**src/rtl/m_axis_pattern_gen.sv**
```systemverilog
// AXI4-Stream test-packet source: programmable length, packet count, gap and data pattern.
// All stream outputs are registered; tready only feeds next-state logic.
module m_axis_pattern_gen #(
    parameter int DATA_W = 32,
    parameter int LEN_W  = 16,
    parameter int GAP_W  = 8
) (
    input  logic              axi_clk,
    input  logic              axi_rst_L,
    input  logic              cfg_start,
    input  logic              cfg_stop,
    input  logic [1:0]        cfg_mode,
    input  logic [LEN_W-1:0]  cfg_len,
    input  logic [15:0]       cfg_num_pkts,
    input  logic [GAP_W-1:0]  cfg_gap,
    input  logic [DATA_W-1:0] cfg_pattern,
    output logic [DATA_W-1:0] axi_tdata,
    output logic              axi_tvalid,
    output logic              axi_tlast,
    input  logic              axi_tready,
    output logic              busy,
    output logic [15:0]       pkt_cnt
);

    typedef enum logic [1:0] {IDLE, SEND, GAP} state_t;

    typedef struct packed {
        logic [1:0]        mode;
        logic [LEN_W-1:0]  len;
        logic [15:0]       num_pkts;
        logic [GAP_W-1:0]  gap;
        logic [DATA_W-1:0] pattern;
    } cfg_t;

    state_t            state_q, state_d;
    cfg_t              cfg_q, cfg_d;
    logic [LEN_W-1:0]  beat_q, beat_d;
    logic [GAP_W-1:0]  gap_q, gap_d;
    logic [DATA_W-1:0] data_q, data_d, data_nxt, seed;
    logic              valid_q, valid_d;
    logic              last_q, last_d;
    logic              busy_q, busy_d;
    logic              stop_q, stop_d;
    logic [15:0]       pkt_q, pkt_d;
    logic              fire, run_done;

    assign fire     = valid_q & axi_tready;
    assign run_done = (cfg_q.num_pkts != 16'd0) && ((pkt_q + 16'd1) == cfg_q.num_pkts);

    // Seed for the first beat of a run, taken from the live cfg inputs.
    always_comb begin
        seed = '0;
        case (cfg_mode)
            2'd2:    seed = cfg_pattern;
            2'd3:    seed = DATA_W'(1);
            default: seed = '0;
        endcase
    end

    // Pattern value for the beat after the one currently being accepted.
    always_comb begin
        data_nxt = data_q;
        case (cfg_q.mode)
            2'd0:    data_nxt = data_q + DATA_W'(1);
            2'd1:    data_nxt = last_q ? '0 : data_q + DATA_W'(1);
            2'd2:    data_nxt = cfg_q.pattern;
            default: data_nxt = {data_q[DATA_W-2:0], data_q[DATA_W-1]};
        endcase
    end

    always_comb begin
        state_d = state_q;
        cfg_d   = cfg_q;
        beat_d  = beat_q;
        gap_d   = gap_q;
        data_d  = data_q;
        pkt_d   = pkt_q;
        stop_d  = stop_q | (busy_q & cfg_stop);

        case (state_q)
            IDLE: begin
                if (cfg_start && cfg_len != '0) begin
                    cfg_d.mode     = cfg_mode;
                    cfg_d.len      = cfg_len;
                    cfg_d.num_pkts = cfg_num_pkts;
                    cfg_d.gap      = cfg_gap;
                    cfg_d.pattern  = cfg_pattern;
                    pkt_d          = '0;
                    beat_d         = '0;
                    data_d         = seed;
                    state_d        = SEND;
                end
            end
            SEND: begin
                if (fire) begin
                    data_d = data_nxt;
                    if (last_q) begin
                        pkt_d  = pkt_q + 16'd1;
                        beat_d = '0;
                        if (stop_q || cfg_stop || run_done) begin
                            state_d = IDLE;
                        end else if (cfg_q.gap != '0) begin
                            state_d = GAP;
                            gap_d   = cfg_q.gap;
                        end
                    end else begin
                        beat_d = beat_q + LEN_W'(1);
                    end
                end
            end
            GAP: begin
                if (stop_q || cfg_stop) begin
                    state_d = IDLE;
                end else if (gap_q <= GAP_W'(1)) begin
                    state_d = SEND;
                end else begin
                    gap_d = gap_q - GAP_W'(1);
                end
            end
            default: state_d = IDLE;
        endcase

        if (state_d == IDLE) stop_d = 1'b0;

        // Output registers are loaded from the next state so they line up with it.
        valid_d = (state_d == SEND);
        busy_d  = (state_d != IDLE);
        last_d  = (state_d == SEND) && (beat_d == cfg_d.len - LEN_W'(1));
    end

    always_ff @(posedge axi_clk or negedge axi_rst_L) begin
        if (!axi_rst_L) begin
            state_q <= IDLE;
            cfg_q   <= '0;
            beat_q  <= '0;
            gap_q   <= '0;
            data_q  <= '0;
            valid_q <= 1'b0;
            last_q  <= 1'b0;
            busy_q  <= 1'b0;
            stop_q  <= 1'b0;
            pkt_q   <= '0;
        end else begin
            state_q <= state_d;
            cfg_q   <= cfg_d;
            beat_q  <= beat_d;
            gap_q   <= gap_d;
            data_q  <= data_d;
            valid_q <= valid_d;
            last_q  <= last_d;
            busy_q  <= busy_d;
            stop_q  <= stop_d;
            pkt_q   <= pkt_d;
        end
    end

    assign axi_tdata  = data_q;
    assign axi_tvalid = valid_q;
    assign axi_tlast  = last_q;
    assign busy       = busy_q;
    assign pkt_cnt    = pkt_q;

endmodule

```
**config.mk**
```make
export PLATFORM = sky130hd
export DESIGN_NAME = m_axis_pattern_gen
export DESIGN_NICKNAME = d
export VERILOG_FILES = /design/src/rtl/m_axis_pattern_gen.sv
export SDC_FILE = /design/constraint.sdc
export NUM_CORES = 1
export LEC_CHECK = 0
export BUFFER_PORTS_ARGS = -buffer_cell sky130_fd_sc_hd__buf_2
export CAP_MARGIN = 15
export CORE_AREA = 2 2 139 195
export DETAILED_ROUTE_END_ITERATION = 8
export DIE_AREA = 0 0 141 197
export GPL_ROUTABILITY_DRIVEN = 0
export PLACE_DENSITY = 0.55
export SLEW_MARGIN = 20
export SYNTH_ARGS = -nofsm -noshare
export SYNTH_HDL_FRONTEND = slang
export SYNTH_SLANG_ARGS = --single-unit
```
**constraint.sdc**
```tcl
create_clock -name axi_clk -period 10.1 [get_ports axi_clk]
set_input_delay 0.505 -clock axi_clk [delete_from_list [all_inputs] [get_ports axi_clk]]
set_output_delay 0.505 -clock axi_clk [all_outputs]
set_load 0.01 [all_outputs]
```
==> results.cfg, run 1 <==
[status]
outcome = finished, final reports clean

[clock_network]
clk_pin_slew_ps = 60
clock_sinks = 152
numCtsBuffers = 17
cts_resized = 0
hold_buffers = 0
clockRootBuffer = clkbuf_16
cts_max_path_buffers = 2
cts_tree = yes
post-cts-setup-buffers = 0
worstSkewPairLatency_ps = 440
h-tree-depth = 4

[global_routing]
grt_max_degree = 95
antenna_found_initial = 2
grt.total_usage_pct = 20.9
grt_pass1_vias = 8526
grt-ovfl-total = 0
grt_pass1_wl_um = 45600

[power]
p_leak_nw = 4.69
power.switching_mw = 1.18
p_int_mw = 1.72
power_frac_seq_pct = 38.5
swShare_pct = 40.8
peakVddDrop_v = 0.000126
power.share.clock_pct = 22.2
pwr-share-comb_pct = 39.3
power.density_nw_per_um2 = 271
fin_total_pwr_mw = 2.90

[floorplan]
rows = 70
fp.dieW_um = 141
die-area_um2 = 27800
pin_count = 130
die_h_um = 197
start_util_pct = 35.6
core_area_um2 = 26000

[layout]
fin_nets = 1309
fin_util_pct = 41.2
drive_gt1_share_pct = 17.5
fillers = 2632
area_growth_syn_to_layout_pct = 15.8
stdcell_area_um2 = 10700

[setup_path]
reg2reg_slack_ps = 6380
cp_top_family = simple AND/OR/NAND/NOR gates
r2r-start = state_q[0]
reg2reg_to = axi_tlast
reg2reg_depth = 11
cp_common_cell = xnor2_1
max_stage_delay_ps = 800
path_cells = nor3b_2 > nand2_4 > mux2i_1 > ha_1 > o221ai_1 > a2111oi_0 > xnor2_1 > xnor2_1 > nor3_1 > nand3_1 > nor4b_2
crit_fanout = 14
crit_path_top_delay_cell = nor3b_2
critical_path_class = flip-flop to flip-flop
worstSetupStartpointType = flip-flop
cp-end-kind = flip-flop
critPathBufInv = 0
cp.required_ps = 10440
crit_arrival_ps = 4060

[job]
maxCapViolCount = 0

[sta]
fin_crit_ps = 3720
max_slew.worst_pin.slew_ps = 973
fmax_mhz = 269
period_share_pct = 36.8
hold_viol = 0
finalMaxSlewViolations = 0
slew_headroom_pct = 35.0
setup_tns_ps = 0
final.setup.worst_slack_ps = 6380
rsz0062_at_grt = false
finalSetupViolCount = 0
skew_ps = 11.5

[routing]
final_antenna_net_count = 0
remaining_drc_errors = 0
drt_iter0_markers = 512
routed_wirelength_um = 28300
drt-pass1-iter-count = 7
viasPerCell = 5.45
via_count = 8519
wire_per_inst_um = 18.1

[synth]
synthFlopType = dfrtp_1
synth-seq-cells = 152
yosysTopAreaCell = dfrtp_1
synthTopCellsByCount = nand2_1 (278), dfrtp_1 (152), o21ai_0 (93), nor2_1 (91), clkbuf_1 (49)
synth_edf_count = 0
synth_cell_types = 73
synth_area_leaders = dfrtp_1 (41%), nand2_1 (11%), o21ai_0 (5.0%)
postSynthCellCount = 1131
synth.avg_cell_area_um2 = 8.18
synth_top_area_share_pct = 41.1
synth-seq-area-share_pct = 41.1
synth_warnings = 0
async_flop_share_pct = 100
syn_nets = 1216
yosysMostFrequentCell = nand2_1
netlist_area_um2 = 9250

[placed_design]
dp_hpwl_um = 19400
placed_area_um2 = 10100
post-place-ws_ps = 6140
io_buffers = 129

[worst_hold_path]
hold_path_class = input pin to async pin
logic make-up (layout without fill, tap and decap cells):
logic type	count (synthesis)	count (layout)	share of synthesized area (%)
XOR/XNOR	76	76	7.44
buffers and inverters	84	190	3.70
AND/OR/NAND/NOR	529	529	26.2
flip-flops	152	152	41.1
adder cells (fa/ha/maj)	6	6	0.811
multiplexers	28	28	3.30
AO/OA/AOI/OAI	256	256	17.4
other	0	2	0
layout make-up:
type / instances / area, um^2 / area share [%]
clock buffer: 19 / 453 / 4.23
tap: 324 / 405 / 3.78
clock inverter: 13 / 129 / 1.20
sequential: 152 / 3800 / 35.5
inverter: 20 / 75.1 / 0.701
antenna: 2 / 5.00 / 0.0467
timing repair buffer: 138 / 719 / 6.71
multi-input combinational: 895 / 5130 / 47.8
worst register-to-register path: cells and delay by family, from the launching register on:
family / cells / cell delay [ps]
AOI/OAI and AO/OA: 2 / 590
muxes: 1 / 350
adders and majority gates: 1 / 300
DFF: 1 / 500
xor gates and xnor gates: 2 / 280
and+or+nand+nor: 5 / 1610
through the flow:
stage | cells | hold WS, ps
2_1_floorplan | 1131 | 209
3_3_place_gp | 1529 | 453
3_5_place_dp | 1529 | 458
4_1_cts | 1561 | 205
5_1_grt | 1562 | 224
6_report | 1563 | 137
power groups by stage:
stage / logic [mW] / registers, mW / clock network (mW)
2_1_floorplan: 0.846 / 1.05 / 0
3_5_place_dp: 1.15 / 1.12 / 0
5_1_grt: 1.29 / 1.16 / 0.683
4_1_cts: 1.15 / 1.12 / 0.655
3_3_place_gp: 1.14 / 1.12 / 0
6_report: 1.14 / 1.12 / 0.644
flip-flops by register name, indices dropped and copies added, names as in the netlist:
name / cells
axi_tlast: 1
stop_q: 1
axi_tvalid: 1
cfg_q: 74
gap_q: 8
busy: 1
pkt_cnt: 16
axi_tdata: 32
beat_q: 16
state_q: 2
cells in the final DEF, fill, tap and decap left out, types with 19 or more instances in the layout:
cell type and instances:
nor3_1 22, buf_2 128, inv_1 20, xnor2_1 39, a21oi_1 41, nand2_1 276
a31oi_1 23, dfrtp_1 152, o211ai_1 20, xor2_1 35, nand3_1 31, mux2_2 20
o21ai_0 93, nor2_1 91, nor4_1 19
per-layer routing:
metal | vias up | wire, um | global-route usage, % | share of wire, %
met3 | 46 | 1200 | 4.23 | 4.2
met2 | 208 | 14600 | 37.1 | 52
met4 | 0 | 631 | 7.81 | 2.2
met1 | 4111 | 11800 | 24.8 | 42
met5 | - | 0 | 0 | 0
li1 | 4154 | - | - | -
worst max-delay path by stage:
stage	from	end	slack [ps]	cells past startpoint
after CTS	state_q[0]	axi_tlast	6400	11
after detailed placement	cfg_len[7]	axi_tlast	6140	11
final	state_q[0]	axi_tlast	6380	11
after floorplan	cfg_len[7]	axi_tlast	6340	15
after global placement	cfg_len[7]	axi_tlast	6180	11
after global routing	state_q[0]	axi_tlast	6030	11
Power figures use the tool's default switching activity.
==> run 2, diff against run 1 <==
==> constraint.sdc (replaced) <==
create_clock -name axi_clk -period 3.7 [get_ports axi_clk]
set_input_delay 0.185 -clock axi_clk [delete_from_list [all_inputs] [get_ports axi_clk]]
set_output_delay 0.185 -clock axi_clk [all_outputs]
set_load 0.01 [all_outputs]
==> run 2 against run 1 <==
- via count grew 4.3%
- critical path type unchanged
- design area grew 7.3%
- wire length grew 2.7%
- critical path depth shrank 2
- clock power grew to 3.0 times the previous value
==> results.cfg, run 2 (same netlist as run 1, synthesis figures left out) <==
[clock_network]
cts_tree = yes
post-cts-setup-buffers = 0
clock_sinks = 152
clk_pin_slew_ps = 60
h-tree-depth = 4
cts_max_path_buffers = 2
worstSkewPairLatency_ps = 440
numCtsBuffers = 17
clockRootBuffer = clkbuf_16

[global_routing]
grtUsageMet1_pct = 24.8
grt_max_degree = 89
grt-ovfl-total = 0
grt_pass1_wl_um = 47200
busiest_layer = met2
antenna_found_initial = 0
use_met3_pct = 4.54
gr-usage-met2_pct = 38.4
grt_pass1_vias = 8959
grt.total_usage_pct = 21.4

[floorplan]
fp.dieW_um = 141
die-area_um2 = 27800
pin_count = 130
rows = 70
start_util_pct = 35.6
die_h_um = 197
core_area_um2 = 26000

[power]
peakVddDrop_v = 0.000428
fin_total_pwr_mw = 8.19
p_leak_nw = 5.05
power.density_nw_per_um2 = 712

[worst_hold_path]
hold_path_class = input pin to flip-flop
hp-start = cfg_stop

[layout]
n_antenna_cell = 0
drive_gt1_share_pct = 17.8
regMostFlops = cfg_q
instances_no_fill = 1638
largest_reg_flops = 74
fin_nets = 1386
final_common_cell = nand2_1
mostFrequentLayoutCells = nand2_1 (276), dfrtp_1 (152), buf_2 (128)
area_growth_syn_to_layout_pct = 24.3

[sta]
skew_ps = 11.0
finalMaxSlewViolations = 0
rsz0062_at_grt = false
setup_tns_ps = 0
fmax_mhz = 300
period_share_pct = 90.2
fin_crit_ps = 3340
max_slew.worst_pin.slew_ps = 876
slew_headroom_pct = 41.6
hold_ws_ps = 29.9
final.setup.worst_slack_ps = 364
hold_viol = 0
finalSetupViolCount = 0

[routing]
routed_wirelength_um = 29100
remaining_drc_errors = 0
viasPerCell = 5.42
drt_iter0_markers = 455
final_antenna_net_count = 0
wire_per_inst_um = 17.7
via_count = 8882
drt-pass1-iter-count = 5

[setup_path]
cp-end-kind = flip-flop
worstSetupStartpointType = flip-flop
startpoint = pkt_cnt[0]
crit_arrival_ps = 3660
crit_fanout = 18
critical_path_class = flip-flop to flip-flop
cp.required_ps = 4020
r2r-start = pkt_cnt[0]

[job]
maxCapViolCount = 0

[placed_design]
dp_hpwl_um = 19800
post-place-ws_ps = 125
io_buffers = 129
place_inst = 1547

[status]
outcome = finished, final reports clean
==> run 2: cell type report <==
type                            count  area, um^2
Fill cell                        2557       14500
Multi-Input combinational cell    895        5140
Sequential cell                   152        3800
Timing Repair Buffer              215        1450
Clock buffer                       20         457
Tap cell                          324         405
Clock inverter                     12         173
Inverter                           20        75.1
==> run 2: per-stage QoR <==
stage,util [%],instance area (um^2)
2_1_floorplan,-,9250
5_1_grt,44.2,11500
4_1_cts,44.2,11500
6_report,44.2,11500
3_3_place_gp,39.5,10300
3_5_place_dp,39.5,10300
==> run 2: power by group <==
part	internal, mW	switching [mW]
sequential	2.29	0.798
combinational	1.45	1.74
clock	1.16	0.743
total	4.91	3.28
==> run 2: path summary, 6_finish.rpt <==
check | cells after the start | slack [ps] | to
setup reg to reg | 9 | 360 | busy
max in group asynchronous | 3 | 2410 | axi_tdata[18]
min in group asynchronous | 2 | 420 | cfg_q[28]
hold / removal | 3 | 30 | stop_q
setup / recovery | 9 | 360 | busy
hold reg to reg | 2 | 470 | cfg_q[13]
==> run 2: worst max-delay path, stage by stage, from the launching register on <==
cell,delay [ps]
dfrtp_1,490
ha_1,340
and3_4,260
xnor2_2,120
nand3_1,90
or4_1,530
or4_4,550
o31ai_2,350
a21boi_4,190
or2_2,300
==> run 2: layer usage <==
| layer | part of all wire (%) | routed length [um] |
|---|---|---|
| met5 | 0 | 0 |
| met4 | 3.1 | 887 |
| met3 | 4.2 | 1230 |
| met2 | 51 | 14900 |
| met1 | 41 | 12000 |
==> run 2: repair_timing <==
| item | in CTS | in global routing |
|---|---|---|
| hold buffers | 59 | 0 |
| hold endpoints to repair | 148 | 0 |
| gates resized for setup | 0 | 2 |
| setup endpoints to repair | 0 | 7 |
==> run 3, diff against run 2 <==
--- a/config.mk
+++ b/config.mk
@@ -7,11 +7,11 @@
 export LEC_CHECK = 0
 export BUFFER_PORTS_ARGS = -buffer_cell sky130_fd_sc_hd__buf_2
 export CAP_MARGIN = 15
-export CORE_AREA = 2 2 139 195
+export CORE_AREA = 2 2 132 185
 export DETAILED_ROUTE_END_ITERATION = 8
-export DIE_AREA = 0 0 141 197
+export DIE_AREA = 0 0 134 187
 export GPL_ROUTABILITY_DRIVEN = 0
-export PLACE_DENSITY = 0.55
+export PLACE_DENSITY = 0.6
 export SLEW_MARGIN = 20
 export SYNTH_ARGS = -nofsm -noshare
 export SYNTH_HDL_FRONTEND = slang
==> run 3 against run 2 <==
- design area fell by 0.62%
- global-route usage rose by 1.6 points
- sequential cell count did not move
- hold slack improved by 18 ps
- non-clock buffer count did not move
- sequential share of layout area rose by 0.21 points
- die area fell by 9.8%
- register-to-register slack got worse by 30 ps
- via count rose by 0.46%
- clock skew fell by 2.5 ps
- critical endpoint is now gap_q[2]
- largest cell class unchanged
==> results.cfg, run 3 (same netlist as run 1, synthesis figures left out) <==
[layout]
fillers = 2352
instances_no_fill = 1623
regMostFlops = cfg_q
fin_nets = 1386
largest_reg_flops = 74
drive_gt1_share_pct = 17.5
area_growth_syn_to_layout_pct = 23.5
fin_util_pct = 48.5
multi_input_area_um2 = 5130
seqCellArea_um2 = 3800
final_common_cell = nand2_1
mostFrequentLayoutCells = nand2_1 (276), dfrtp_1 (152), buf_2 (128)
n_antenna_cell = 0

[setup_path]
max_stage_delay_ps = 640
critPathBufInv = 0
cp_top_family = compound AO/OA/AOI/OAI gates
crit_arrival_ps = 3690
cp.depth = 9
cp-end-kind = flip-flop
crit_path_top_delay_cell = nor4_1
reg2reg_depth = 9
reg2reg_to = gap_q[2]
reg2reg_slack_ps = 330
startpoint = pkt_cnt[0]
worstSetupStartpointType = flip-flop
r2r-start = pkt_cnt[0]
critical_path_class = flip-flop to flip-flop
path_cells = ha_1 > nand3_1 > nor4_1 > mux2_2 > a31oi_1 > o31ai_2 > a21boi_4 > o21ai_0 > a22o_1
cp.required_ps = 4020
crit_end = gap_q[2]
crit_fanout = 18

[placed_design]
io_buffers = 129
place_inst = 1533
dp_hpwl_um = 19100

[sta]
hold_viol = 0
fmax_mhz = 297
finalMaxSlewViolations = 0
setup_tns_ps = 0
rsz0062_at_grt = false
fin_crit_ps = 3370
period_share_pct = 91.1
skew_ps = 8.49
slew_headroom_pct = 39.9
finalSetupViolCount = 0
max_slew.worst_pin.slew_ps = 901

[floorplan]
fp.dieW_um = 134
rows = 67
die-area_um2 = 25100
start_util_pct = 39.3
core_area_um2 = 23600
die_h_um = 187
pin_count = 130

[status]
outcome = finished, final reports clean

[clock_network]
clockRootBuffer = clkbuf_16
worstSkewPairLatency_ps = 440
h-tree-depth = 4
numCtsBuffers = 17
cts_tree = yes
cts_max_path_buffers = 2
clk_pin_slew_ps = 60
clock_sinks = 152

[global_routing]
antenna_found_initial = 0
grt_max_degree = 90
grt_pass1_wl_um = 46100
grt_pass1_vias = 8983
grt-ovfl-total = 0
grt.total_usage_pct = 23.0

[worst_hold_path]
hold_path_class = input pin to flip-flop
hp-start = cfg_len[14]

[power]
p_leak_nw = 5.03
peakVddDrop_v = 0.000413
power.density_nw_per_um2 = 703

[routing]
remaining_drc_errors = 0
viasPerCell = 5.50
wire_per_inst_um = 17.3
via_count = 8923
final_antenna_net_count = 0
drt_iter0_markers = 470
drt-pass1-iter-count = 5
routed_wirelength_um = 28100

[job]
maxCapViolCount = 0
==> run 3: cell count changes in the layout (fill, tap and decap cells not counted) <==
cell and delta:
clkbuf_8 +1, inv_6 -1, nor4_1 +1, nor4_2 -1
buf_12 +1, buf_4 -1, clkinvlp_4 -1, bufinv_16 -2
nand2_4 -1, nand2_2 +1, clkbuf_1 +2
==> run 3: layer usage <==
layer,vias to the layer above,share of wire [%],wire length [um],global-route usage [%]
li1,4311,-,-,-
met4,0,2.8,778,8.59
met3,66,5.0,1420,5.28
met1,4295,40,11400,26.4
met2,251,52,14500,41.1
met5,-,0,0,0
==> run 3: worst min-delay path: stages <==
cell and delay, ps:
buf_2 100, nand2_1 60, nand2_1 100
==> run 3: worst min-delay path by stage <==
stage	endpoint	slack [ps]	depth (start not counted)
6_report	cfg_q[70]	50	3
5_1_grt	cfg_q[57]	70	3
4_1_cts	cfg_q[70]	30	3
3_5_place_dp	cfg_q[28]	330	1
3_3_place_gp	cfg_q[27]	330	1
2_1_floorplan	axi_tdata[0]	-110	0
==> run 3: cell type report <==
class | instances | share of cell area, %
multi-input combinational | 895 | 44.9
sequential | 152 | 33.3
timing repair buffer | 215 | 12.8
clock buffer | 23 | 4.18
tap | 310 | 3.39
clock inverter | 8 | 0.843
inverter | 20 | 0.657
==> run 3: through the flow <==
stage               area (um^2)  total power, mW  hold WS [ps]  worst slack (ps)
detailed placement        10300             6.25           330               190
global route              11400             8.69          67.3              40.5
CTS                       11400             8.08          27.7               187
floorplan                  9250             5.18          -111               260
global placement          10300             6.20           332               300
finish                    11400             8.03          47.6               330
==> run 3: where the power goes <==
part	total (mW)	internal [mW]	switching (mW)	leakage (nW)
Sequential	3.06	2.29	0.766	1.85
Clock	1.74	1.04	0.699	0.283
Combinational	3.24	1.47	1.77	2.90
Total	8.03	4.80	3.24	5.03
==> run 3: what timing repair did <==
action,CTS,global route
setup endpoints to repair,0,5
hold buffers,59,0
endpoints found under the hold margin,157,0
resized for setup,0,1
buffers inserted,0,0
